### config.mk
export PLATFORM = sky130hd
export DESIGN_NAME = lane_deskew_ctrl
export DESIGN_NICKNAME = d
export VERILOG_FILES = /design/src/rtl/pcs_deskew_pkg.sv /design/src/rtl/skew_window_tracker.sv /design/src/rtl/lane_deskew_ctrl.sv
export SDC_FILE = /design/constraint.sdc
export NUM_CORES = 1
export LEC_CHECK = 0
export BUFFER_PORTS_ARGS = -buffer_cell sky130_fd_sc_hd__buf_2
export CAP_MARGIN = 0
export CORE_AREA = 2 2 101 113
export DETAILED_ROUTE_END_ITERATION = 6
export DIE_AREA = 0 0 103 115
export SETUP_SLACK_MARGIN = 0.5
export SLEW_MARGIN = 20
export SYNTH_ARGS = -nofsm -noshare
export SYNTH_HDL_FRONTEND = slang
export SYNTH_SLANG_ARGS = --single-unit
### constraint.sdc
create_clock -name i_clock -period 2.6 [get_ports i_clock]
set_input_delay 0.26 -clock i_clock [delete_from_list [all_inputs] [get_ports i_clock]]
set_output_delay 0.26 -clock i_clock [all_outputs]
set_load 0.05 [all_outputs]
### src/rtl/pcs_deskew_pkg.sv
// Shared state encoding, parameter defaults and helpers for the PCS lane deskew controller.
package pcs_deskew_pkg;

  localparam int unsigned N_LANES_DEF  = 20;
  localparam int unsigned MAX_SKEW_DEF = 64;

  typedef enum logic [3:0] {
    ST_WAIT_LOCK = 4'b0001,
    ST_MEASURE   = 4'b0010,
    ST_ALIGNED   = 4'b0100,
    ST_SKEW_FAIL = 4'b1000
  } deskew_state_e;

  function automatic int unsigned abs_diff(input int unsigned a, input int unsigned b);
    return (a > b) ? (a - b) : (b - a);
  endfunction

endpackage

### src/rtl/skew_window_tracker.sv
// Arrival vector and saturating skew counter for one lane-marker window; flags
// completion, overflow and duplicate markers as lookahead for the current advance.
module skew_window_tracker
  import pcs_deskew_pkg::*;
#(
  parameter int unsigned N_LANES  = N_LANES_DEF,
  parameter int unsigned MAX_SKEW = MAX_SKEW_DEF,
  parameter int unsigned NB_SKEW  = $clog2(MAX_SKEW + 1)
) (
  input  logic               i_clock,
  input  logic               i_reset,
  input  logic               i_advance,
  input  logic               i_clear,
  input  logic               i_track,
  input  logic [N_LANES-1:0] i_start_of_lane,
  output logic [NB_SKEW-1:0] o_count,
  output logic               o_all_arrived,
  output logic               o_overflow,
  output logic               o_duplicate
);

  localparam logic [NB_SKEW-1:0] MAX_CNT = NB_SKEW'(MAX_SKEW);

  logic [N_LANES-1:0] arrived_q;
  logic [N_LANES-1:0] arrived_n;
  logic               active_q;
  logic               open_now;
  logic [NB_SKEW-1:0] count_q;

  // o_count is the skew of a lane arriving in this advance (0 on the opening advance).
  always_comb begin
    arrived_n     = arrived_q | i_start_of_lane;
    open_now      = active_q | (|i_start_of_lane);
    o_count       = active_q ? count_q : '0;
    o_all_arrived = open_now & (&arrived_n);
    o_overflow    = open_now & (o_count == MAX_CNT) & ~(&arrived_n);
    o_duplicate   = |(i_start_of_lane & arrived_q);
  end

  always_ff @(posedge i_clock or posedge i_reset) begin
    if (i_reset) begin
      arrived_q <= '0;
      active_q  <= 1'b0;
      count_q   <= '0;
    end else if (i_advance) begin
      if (i_clear) begin
        arrived_q <= '0;
        active_q  <= 1'b0;
        count_q   <= '0;
      end else if (i_track && open_now) begin
        arrived_q <= arrived_n;
        active_q  <= 1'b1;
        count_q   <= (o_count == MAX_CNT) ? MAX_CNT : o_count + NB_SKEW'(1);
      end
    end
  end

endmodule

### src/rtl/lane_deskew_ctrl.sv
// PCS lane deskew sequencer: waits for all AM locks, measures marker skew, gates the
// deskew FIFOs and starts the common read. Optional ALIGNED recheck: LANE_DESKEW_RECHECK_EN.
module lane_deskew_ctrl
  import pcs_deskew_pkg::*;
#(
  parameter int unsigned N_LANES  = N_LANES_DEF,
  parameter int unsigned MAX_SKEW = MAX_SKEW_DEF,
  parameter int unsigned NB_SKEW  = $clog2(MAX_SKEW + 1)
) (
  input  logic               i_clock,
  input  logic               i_reset,
  input  logic               i_enable,
  input  logic               i_valid,
  input  logic [N_LANES-1:0] i_am_lock,
  input  logic [N_LANES-1:0] i_start_of_lane,
  output logic [N_LANES-1:0] o_fifo_wr_en,
  output logic               o_fifo_rd_start,
  output logic               o_align_status,
  output logic               o_resync_all,
  output logic               o_skew_err,
  output logic [NB_SKEW-1:0] o_skew_value
);

  deskew_state_e      state_q;
  deskew_state_e      state_n;
  logic               advance;
  logic               lock_all;
  logic               trk_clear;
  logic               trk_track;
  logic               trk_all;
  logic               trk_ovf;
  logic               trk_dup;
  logic [NB_SKEW-1:0] trk_count;

  assign advance  = i_enable & i_valid;
  assign lock_all = &i_am_lock;

  skew_window_tracker #(
    .N_LANES  (N_LANES),
    .MAX_SKEW (MAX_SKEW),
    .NB_SKEW  (NB_SKEW)
  ) u_tracker (
    .i_clock         (i_clock),
    .i_reset         (i_reset),
    .i_advance       (advance),
    .i_clear         (trk_clear),
    .i_track         (trk_track),
    .i_start_of_lane (i_start_of_lane),
    .o_count         (trk_count),
    .o_all_arrived   (trk_all),
    .o_overflow      (trk_ovf),
    .o_duplicate     (trk_dup)
  );

`ifdef LANE_DESKEW_RECHECK_EN
  logic recheck_fail;
  assign recheck_fail = trk_ovf | trk_dup |
                        (trk_all & (abs_diff(32'(trk_count), 32'(o_skew_value)) > 32'd1));
`endif

  // Window is cleared on every advance except while a measurement is still open;
  // lock loss is tested first so it pre-empts completion and failure.
  always_comb begin
    state_n   = state_q;
    trk_track = 1'b0;
    trk_clear = 1'b1;
    unique case (state_q)
      ST_WAIT_LOCK: if (lock_all) state_n = ST_MEASURE;
      ST_MEASURE: begin
        trk_track = 1'b1;
        if (!lock_all)                state_n = ST_WAIT_LOCK;
        else if (trk_ovf || trk_dup)  state_n = ST_SKEW_FAIL;
        else if (trk_all)             state_n = ST_ALIGNED;
        else                          trk_clear = 1'b0;
      end
      ST_ALIGNED: begin
        if (!lock_all) state_n = ST_WAIT_LOCK;
`ifdef LANE_DESKEW_RECHECK_EN
        else begin
          trk_track = 1'b1;
          if (recheck_fail)  state_n = ST_SKEW_FAIL;
          else if (!trk_all) trk_clear = 1'b0;
        end
`endif
      end
      ST_SKEW_FAIL: state_n = ST_WAIT_LOCK;
      default:      state_n = ST_WAIT_LOCK;
    endcase
  end

  always_ff @(posedge i_clock or posedge i_reset) begin
    if (i_reset)      state_q <= ST_WAIT_LOCK;
    else if (advance) state_q <= state_n;
  end

  // Outputs are registered from the next state so each one lands with its state.
  always_ff @(posedge i_clock or posedge i_reset) begin
    if (i_reset) begin
      o_fifo_wr_en    <= '0;
      o_fifo_rd_start <= 1'b0;
      o_align_status  <= 1'b0;
      o_resync_all    <= 1'b0;
      o_skew_err      <= 1'b0;
      o_skew_value    <= '0;
    end else if (advance) begin
      o_fifo_rd_start <= (state_q == ST_MEASURE) && (state_n == ST_ALIGNED);
      o_align_status  <= (state_n == ST_ALIGNED);
      o_resync_all    <= (state_n == ST_SKEW_FAIL);
      case (state_n)
        ST_MEASURE: o_fifo_wr_en <= (state_q == ST_MEASURE) ? (o_fifo_wr_en | i_start_of_lane) : '0;
        ST_ALIGNED: o_fifo_wr_en <= '1;
        default:    o_fifo_wr_en <= '0;
      endcase
      if (state_n == ST_SKEW_FAIL)      o_skew_err <= 1'b1;
      else if (state_n == ST_WAIT_LOCK) o_skew_err <= 1'b0;
      if ((state_q == ST_MEASURE) && (state_n == ST_ALIGNED)) o_skew_value <= trk_count;
    end
  end

endmodule

# After elaboration in Yosys (flattened, before gate mapping)
# Index checks and enable logic that the tools add are counted.
dict set report totals {
  reg_bits 63
  wordCells 63
}
dict set report classes {
  n_addsub 1
  n_eq_ne 8
  n_mux 23
  bitwise_logic 9
  reduce_logical 12
}
# op n
set ops {}
lappend ops {{2-to-1 mux 20 bit} 3}
lappend ops {{OR 20 bit} 2}
lappend ops {{case mux 20 bit (2 select lines)} 1}
lappend ops {{AND reduction 20 bit} 2}
lappend ops {{OR reduction 20 bit} 2}
lappend ops {{2-to-1 mux 7 bit} 4}
lappend ops {{AND 20 bit} 1}
lappend ops {{2-to-1 mux 4 bit} 5}
lappend ops {{case mux 4 bit (3 select lines)} 1}
lappend ops {{2-to-1 mux 1 bit} 9}
lappend ops {{== test 4 x 1 -> 1 bit (second input constant)} 2}
lappend ops {{== test 4 x 2 -> 1 bit (second input constant)} 2}
lappend ops {{== test 4 x 3 -> 1 bit (second input constant)} 2}
lappend ops {{adder 7 x 1 -> 7 bit (second input constant)} 1}
lappend ops {{== test 7 bit (second input constant)} 1}
lappend ops {{AND reduction 2 bit} 3}
lappend ops {{AND 1 bit} 4}
lappend ops {{== test 4 bit (second input constant)} 1}
lappend ops {{nonzero test 2 bit} 2}
lappend ops {{logical AND 1 bit} 2}
lappend ops {{logical OR 1 bit} 1}
lappend ops {{NOT 1 bit} 1}
lappend ops {{OR 1 bit} 1}

# Longest topological paths before layout
dict set report depth {
  depth_word 11
  ltp_mapped 10
  depth_no_buf 8
}

# Cells and area by module
# From an unflattened synthesis, not the netlist that was laid out.
dict set report hier_totals {
  hier_cells 315
  area_unflattened_um2 3219.3
}
# module n_inst cells_each area_per_inst_um2
set by_module_without_submodules {}
lappend by_module_without_submodules {lane_deskew_ctrl 1 140 1686.6}
lappend by_module_without_submodules {skew_window_tracker 1 175 1532.7}

# Worst setup path before layout
# No wires, ideal clock.
dict set report synth_path {
  kind {reg-to-reg}
  start {reg u_tracker.active_q}
  end {reg o_fifo_wr_en[0]}
  setup_time_ns 0.135
  t_arrival_ns 2.332
  slack_ns 0.133
  path_stages_with_launch 11
  period_less_slack_ns 2.467
  path_cell_list {dfrtp_1 -> clkbuf_1 -> and2_1 -> inv_1 -> ha_1 -> nand2_1 -> nor4_1 -> a21oi_1 -> o221ai_1 -> clkbuf_1 -> o21ai_1}
}
dict set report synth_via {
  elab_chain_len 10
}
# item line
set synth_lines {}
lappend synth_lines {{from (decl)} skew_window_tracker.sv:26} ;# logic active_q;
lappend synth_lines {{from (signal assigned)} skew_window_tracker.sv:43} ;# active_q <= 1'b0;
lappend synth_lines {{from (signal assigned)} skew_window_tracker.sv:48} ;# active_q <= 1'b0;
lappend synth_lines {{from (signal assigned)} skew_window_tracker.sv:52} ;# active_q <= 1'b1;
lappend synth_lines {{2-to-1 mux 7 bit (*)} skew_window_tracker.sv:34} ;# o_count = active_q ? count_q : '0;
lappend synth_lines {{named net trk_count[0]} lane_deskew_ctrl.sv:33} ;# logic [NB_SKEW-1:0] trk_count;
lappend synth_lines {{== test 7 bit (*)} skew_window_tracker.sv:36} ;# o_overflow = open_now & (o_count == MAX_CNT) & ~(&arrived_n);
lappend synth_lines {{AND 1 bit (*) (2 in a row)} skew_window_tracker.sv:36}
lappend synth_lines {{logical OR 1 bit (*)} lane_deskew_ctrl.sv:72} ;# else if (trk_ovf || trk_dup) state_n = ST_SKEW_FAIL;
lappend synth_lines {{2-to-1 mux 4 bit (*)} lane_deskew_ctrl.sv:72}
lappend synth_lines {{2-to-1 mux 4 bit (*)} lane_deskew_ctrl.sv:71} ;# if (!lock_all) state_n = ST_WAIT_LOCK;
lappend synth_lines {{case mux 4 bit (3 select lines) (*)} lane_deskew_ctrl.sv:67} ;# unique case (state_q)
lappend synth_lines {{== test 4 x 3 -> 1 bit or == test 4 x 2 -> 1 bit (tied branches)} lane_deskew_ctrl.sv:109} ;# case (state_n)
lappend synth_lines {{case mux 20 bit (2 select lines) (*)} lane_deskew_ctrl.sv:109}
lappend synth_lines {{to (signal assigned)} lane_deskew_ctrl.sv:110} ;# ST_MEASURE: o_fifo_wr_en <= (state_q == ST_MEASURE) ? (o_fifo_wr_en | i_start_of_lane) : '0;
lappend synth_lines {{to (decl)} lane_deskew_ctrl.sv:16} ;# output logic [N_LANES-1:0] o_fifo_wr_en,
# The timed path passes the listed nets; every way through them passes the cells marked *.
# A chain may end at the register's enable or synchronous reset.

# Final worst setup path
dict set report layout_path {
  start {reg u_tracker.arrived_q[7]}
  end {reg u_tracker.count_q[3]}
}
dict set report layout_via {
  elab_chain_len 10
}
# item line
set layout_lines {}
lappend layout_lines {{from (decl)} skew_window_tracker.sv:24} ;# logic [N_LANES-1:0] arrived_q;
lappend layout_lines {{from (signal assigned)} skew_window_tracker.sv:51} ;# arrived_q <= arrived_n;
lappend layout_lines {{OR 20 bit} skew_window_tracker.sv:32} ;# arrived_n = arrived_q | i_start_of_lane;
lappend layout_lines {{AND reduction 20 bit} {skew_window_tracker.sv:35, skew_window_tracker.sv:36}}
lappend layout_lines {{NOT 1 bit} skew_window_tracker.sv:36}
lappend layout_lines {{AND 1 bit} skew_window_tracker.sv:36}
lappend layout_lines {{logical OR 1 bit} lane_deskew_ctrl.sv:72}
lappend layout_lines {{2-to-1 mux 1 bit (*)} lane_deskew_ctrl.sv:72}
lappend layout_lines {{2-to-1 mux 1 bit (*)} lane_deskew_ctrl.sv:71}
lappend layout_lines {{2-to-1 mux 1 bit (*)} lane_deskew_ctrl.sv:67}
lappend layout_lines {{nonzero test 2 bit (no line)} --}
lappend layout_lines {{AND reduction 2 bit (no line)} --}
lappend layout_lines {{to (signal assigned)} skew_window_tracker.sv:53} ;# count_q <= (o_count == MAX_CNT) ? MAX_CNT : o_count + NB_SKEW'(1);
lappend layout_lines {{to (decl)} skew_window_tracker.sv:28} ;# logic [NB_SKEW-1:0] count_q;
# Every way passes the cells marked *; elsewhere a longest branch is shown, timed or not.

==> results.yml <==
run_status:
  status: "finished, final reports clean"
detailed_routing:
  routedWlPerCell_um: 17.80
  via_per_inst: 5.417
  drt_iter0_markers: 212
  drcViolationCount: 0
  wl_um: 10660
  vias: 3245
  ant_nets: 0
  first_pass_iters: 6
finish:
  antenna_cells: 0
  drive_gt1_share_pct: 38.27
  layout_commonest_cell: "buf_2"
  seqCellArea_sq_mm: 0.001578
  syn_to_final_growth_pct: 45.24
  instances_no_fill: 599
  fill_cells: 1071
  multi_input_area_sq_mm: 0.001688
  fin_util_pct: 42.45
  nets: 493
  layout_common_cells: "74 x buf_2, 62 x dfrtp_1, 46 x nor2_1"
synthesis:
  synth_fa_ha_area_share_pct: 0.7994
  ys_warn_count: 0
  synth.ff_latch_count: 63
  synth_compound_area_share_pct: 22.22
  synth-xor-area-share_pct: 0.2798
  synth.distinct_cells: 42
  seq_area_frac_synth_pct: 50.40
  synth-simple-area-share_pct: 19.66
  synthFlopType: "dfrtp_1"
  syn_nets: 382
  synth.largest_area_cell: "dfrtp_1"
  avgSynthCellArea_sq_um: 9.317
  postSynthCellCount: 336
  synth-edff-count: 0
  synth.area.top_cells: "dfrtp_1 50%, nor2_1 5.8%, a41oi_1 5.6%, a21oi_1 5.0%, o21ai_1 3.7%"
  netlist.area_leader.share_pct: 49.56
  netlist_area_sq_mm: 0.003131
  synth_mux_area_share_pct: 2.678
  async_reset_ff_share_pct: 100.0
  synth_top_family_by_area: "compound AO/OA/AOI/OAI gates"
timing:
  worst_slew_pin_slew_ps: 1027
  hold_viol_final: 0
  post-route-min-period_ps: 2518
  fmax_ghz: 0.3971
  tns_ps: 0
  finClkSkew_ps: 5.245
  rsz0062_at_grt: "yes"
  finalCritPeriodShare_pct: 96.85
  setup_viol: 0
  relSlewSlack_pct: 31.37
  drv_slew: 0
  fin_ws_ps: 81.87
die:
  ios: 75
  die_w_um: 103
  die_h_um: 115
  die-area_sq_mm: 0.01185
  start_util_pct: 29.23
  core_area_sq_mm: 0.01071
  rows: 40
critical_path:
  slowest_stage: "a2111o_1"
  cpLargestDelayFamily: "simple AND/OR/NAND/NOR gates"
  reg2reg_to: "u_tracker.count_q[3]$_DFFE_PP0P_"
  cp_cell_sequence: "nor2_2, or4_4, nor4_4, nand3_2, a2111o_1, nor3_2, a22o_1"
  critical_path_class: "flop to flop"
  cp_max_fo: 7
  worst_setup_path_end_kind: "flop"
  rr_worst_depth: 7
  timing.rr.start: "u_tracker.arrived_q[7]$_DFFE_PP0P_"
  critical_path_required_ps: 2860
  reg2reg_slack_ps: 80
  start_kind: "flop"
  path_buf_inv: 0
  cpPeakStageDelay_ps: 590
  arrival_ps: 2780
cts:
  clk_path_buf_depth: 2
  cts_tree: "yes"
  cts_sinks: 63
  cts_hold_buf: 0
  numCtsBuffers: 9
  root_buffer: "clkbuf_16"
  h-tree-depth: 3
  clk_latency_ps: 320
  clk_pin_slew_ps: 50
placed_design:
  placedCellCount: 555
  hpwl_um: 6476
  io_buffers: 74
  gp_congestion: 0.8557
  pre_cts_ws_ps: 66.34
global_route:
  antenna_found_initial: 0
  grt_pass1_vias: 3141
  grt_max_degree: 64
  track_usage_pct: 17.26
  overflow: 0
  grt_first_pass_wirelength_um: 15860
power:
  leakagePower_nw: 2.128
  power.density_mw_per_mm2: 570.7
  vdd_drop_max_mv: 0.2698
hold_path:
  min_path_type: "input port to async pin"
job:
  maxCapViolCount: 0
area by class of cell:
class	instances	area share, %
clock buffers	13	5.944
clock inverters	3	0.8806
inverters	12	0.9906
multi-input cells	249	37.12
flip-flops and latches	63	34.70
well taps	147	4.045
repair buffers	112	16.32
metal layers:
metal / track usage, % / share of wire [%] / wire length, um
met1: 20.81 / 40 / 4258
met2: 29.31 / 51 / 5387
met3: 4.012 / 6.6 / 701
met4: 7.368 / 2.9 / 314
met5: 0 / 0 / 0
what timing repair did:
item,4_1_cts,5_1_grt
buffers inserted,11,8
gates resized for setup,20,26
pin swaps,22,24
cloned,7,2
setup endpoints to repair,54,62
registers in the layout, indices dropped and copies added (netlist names):
signal               flops
o_align_status           1
u_tracker.count_q        7
u_tracker.arrived_q     20
o_fifo_rd_start          1
o_fifo_wr_en            20
o_skew_err               1
u_tracker.active_q       1
state_q                  4
o_skew_value             7
o_resync_all             1
how the worst max path moves through the flow:
stage	cells past startpoint	slack, ps	end	startpoint
2_1_floorplan	7	360	u_tracker.count_q[6]$_DFFE_PP0P_	u_tracker.arrived_q[9]$_DFFE_PP0P_
3_3_place_gp	9	160	u_tracker.count_q[6]$_DFFE_PP0P_	i_start_of_lane[14]
3_5_place_dp	9	70	state_q[2]$_DFFE_PP0P_	i_start_of_lane[9]
4_1_cts	7	140	u_tracker.count_q[6]$_DFFE_PP0P_	u_tracker.arrived_q[8]$_DFFE_PP0P_
5_1_grt	9	10	o_fifo_wr_en[11]$_DFFE_PP0P_	u_tracker.arrived_q[7]$_DFFE_PP0P_
6_report	7	80	u_tracker.count_q[3]$_DFFE_PP0P_	u_tracker.arrived_q[7]$_DFFE_PP0P_
power breakdown:
| part | switching (W) | internal, W | total (W) |
|---|---|---|---|
| logic | 0.000182 | 0.000122 | 0.000304 |
| registers | 0.0000394 | 0.00102 | 0.00106 |
| clock network | 0.000413 | 0.000817 | 0.00123 |
metrics by stage:
| stage | hold WS (ps) | cell area [sq um] | total power (W) |
|---|---|---|---|
| after floorplan | 423.6 | 3209 | 0.001207 |
| after global placement | 460.0 | 3786 | 0.001308 |
| after detailed placement | 462.5 | 3786 | 0.001312 |
| after CTS | 206.5 | 4305 | 0.002579 |
| after global routing | 252.4 | 4547 | 0.002689 |
| final | 171.9 | 4547 | 0.002595 |
worst register-to-register path: stages (launching register included):
cell and delay (ps):
dfrtp_1 380, nor2_2 70, or4_4 550, nor4_4 310, nand3_2 180, a2111o_1 590
nor3_2 220, a22o_1 160
kinds of logic (layout without fill, tap and decap cells):
kind of cell / count (synthesis) / count (layout)
AOI/OAI and AO/OA: 103 / 103
and+or+nand+nor: 128 / 135
muxes: 8 / 8
adders and majority gates: 2 / 2
DFF: 63 / 63
xor gates and xnor gates: 1 / 1
buffers and inverters: 31 / 140
synth_stat cells, types with 2 or more instances:
library cell / n
dfrtp_1: 62
nor3_1: 6
nand3_1: 4
ha_1: 2
nor4_1: 14
a22o_1: 4
o22ai_1: 4
mux2_2: 3
nand2b_1: 3
or3_1: 2
buf_2: 6
clkbuf_1: 13
nand2_1: 30
o21ai_0: 3
o21ai_1: 23
inv_1: 12
nor2_1: 48
a41oi_1: 20
o221ai_1: 2
or4_1: 4
o21a_1: 2
a221oi_1: 3
nand4_1: 7
mux2i_1: 5
a21oi_1: 31
and2_1: 3
a22oi_1: 4
nor4b_1: 2
(Power assumes the default switching activity.)
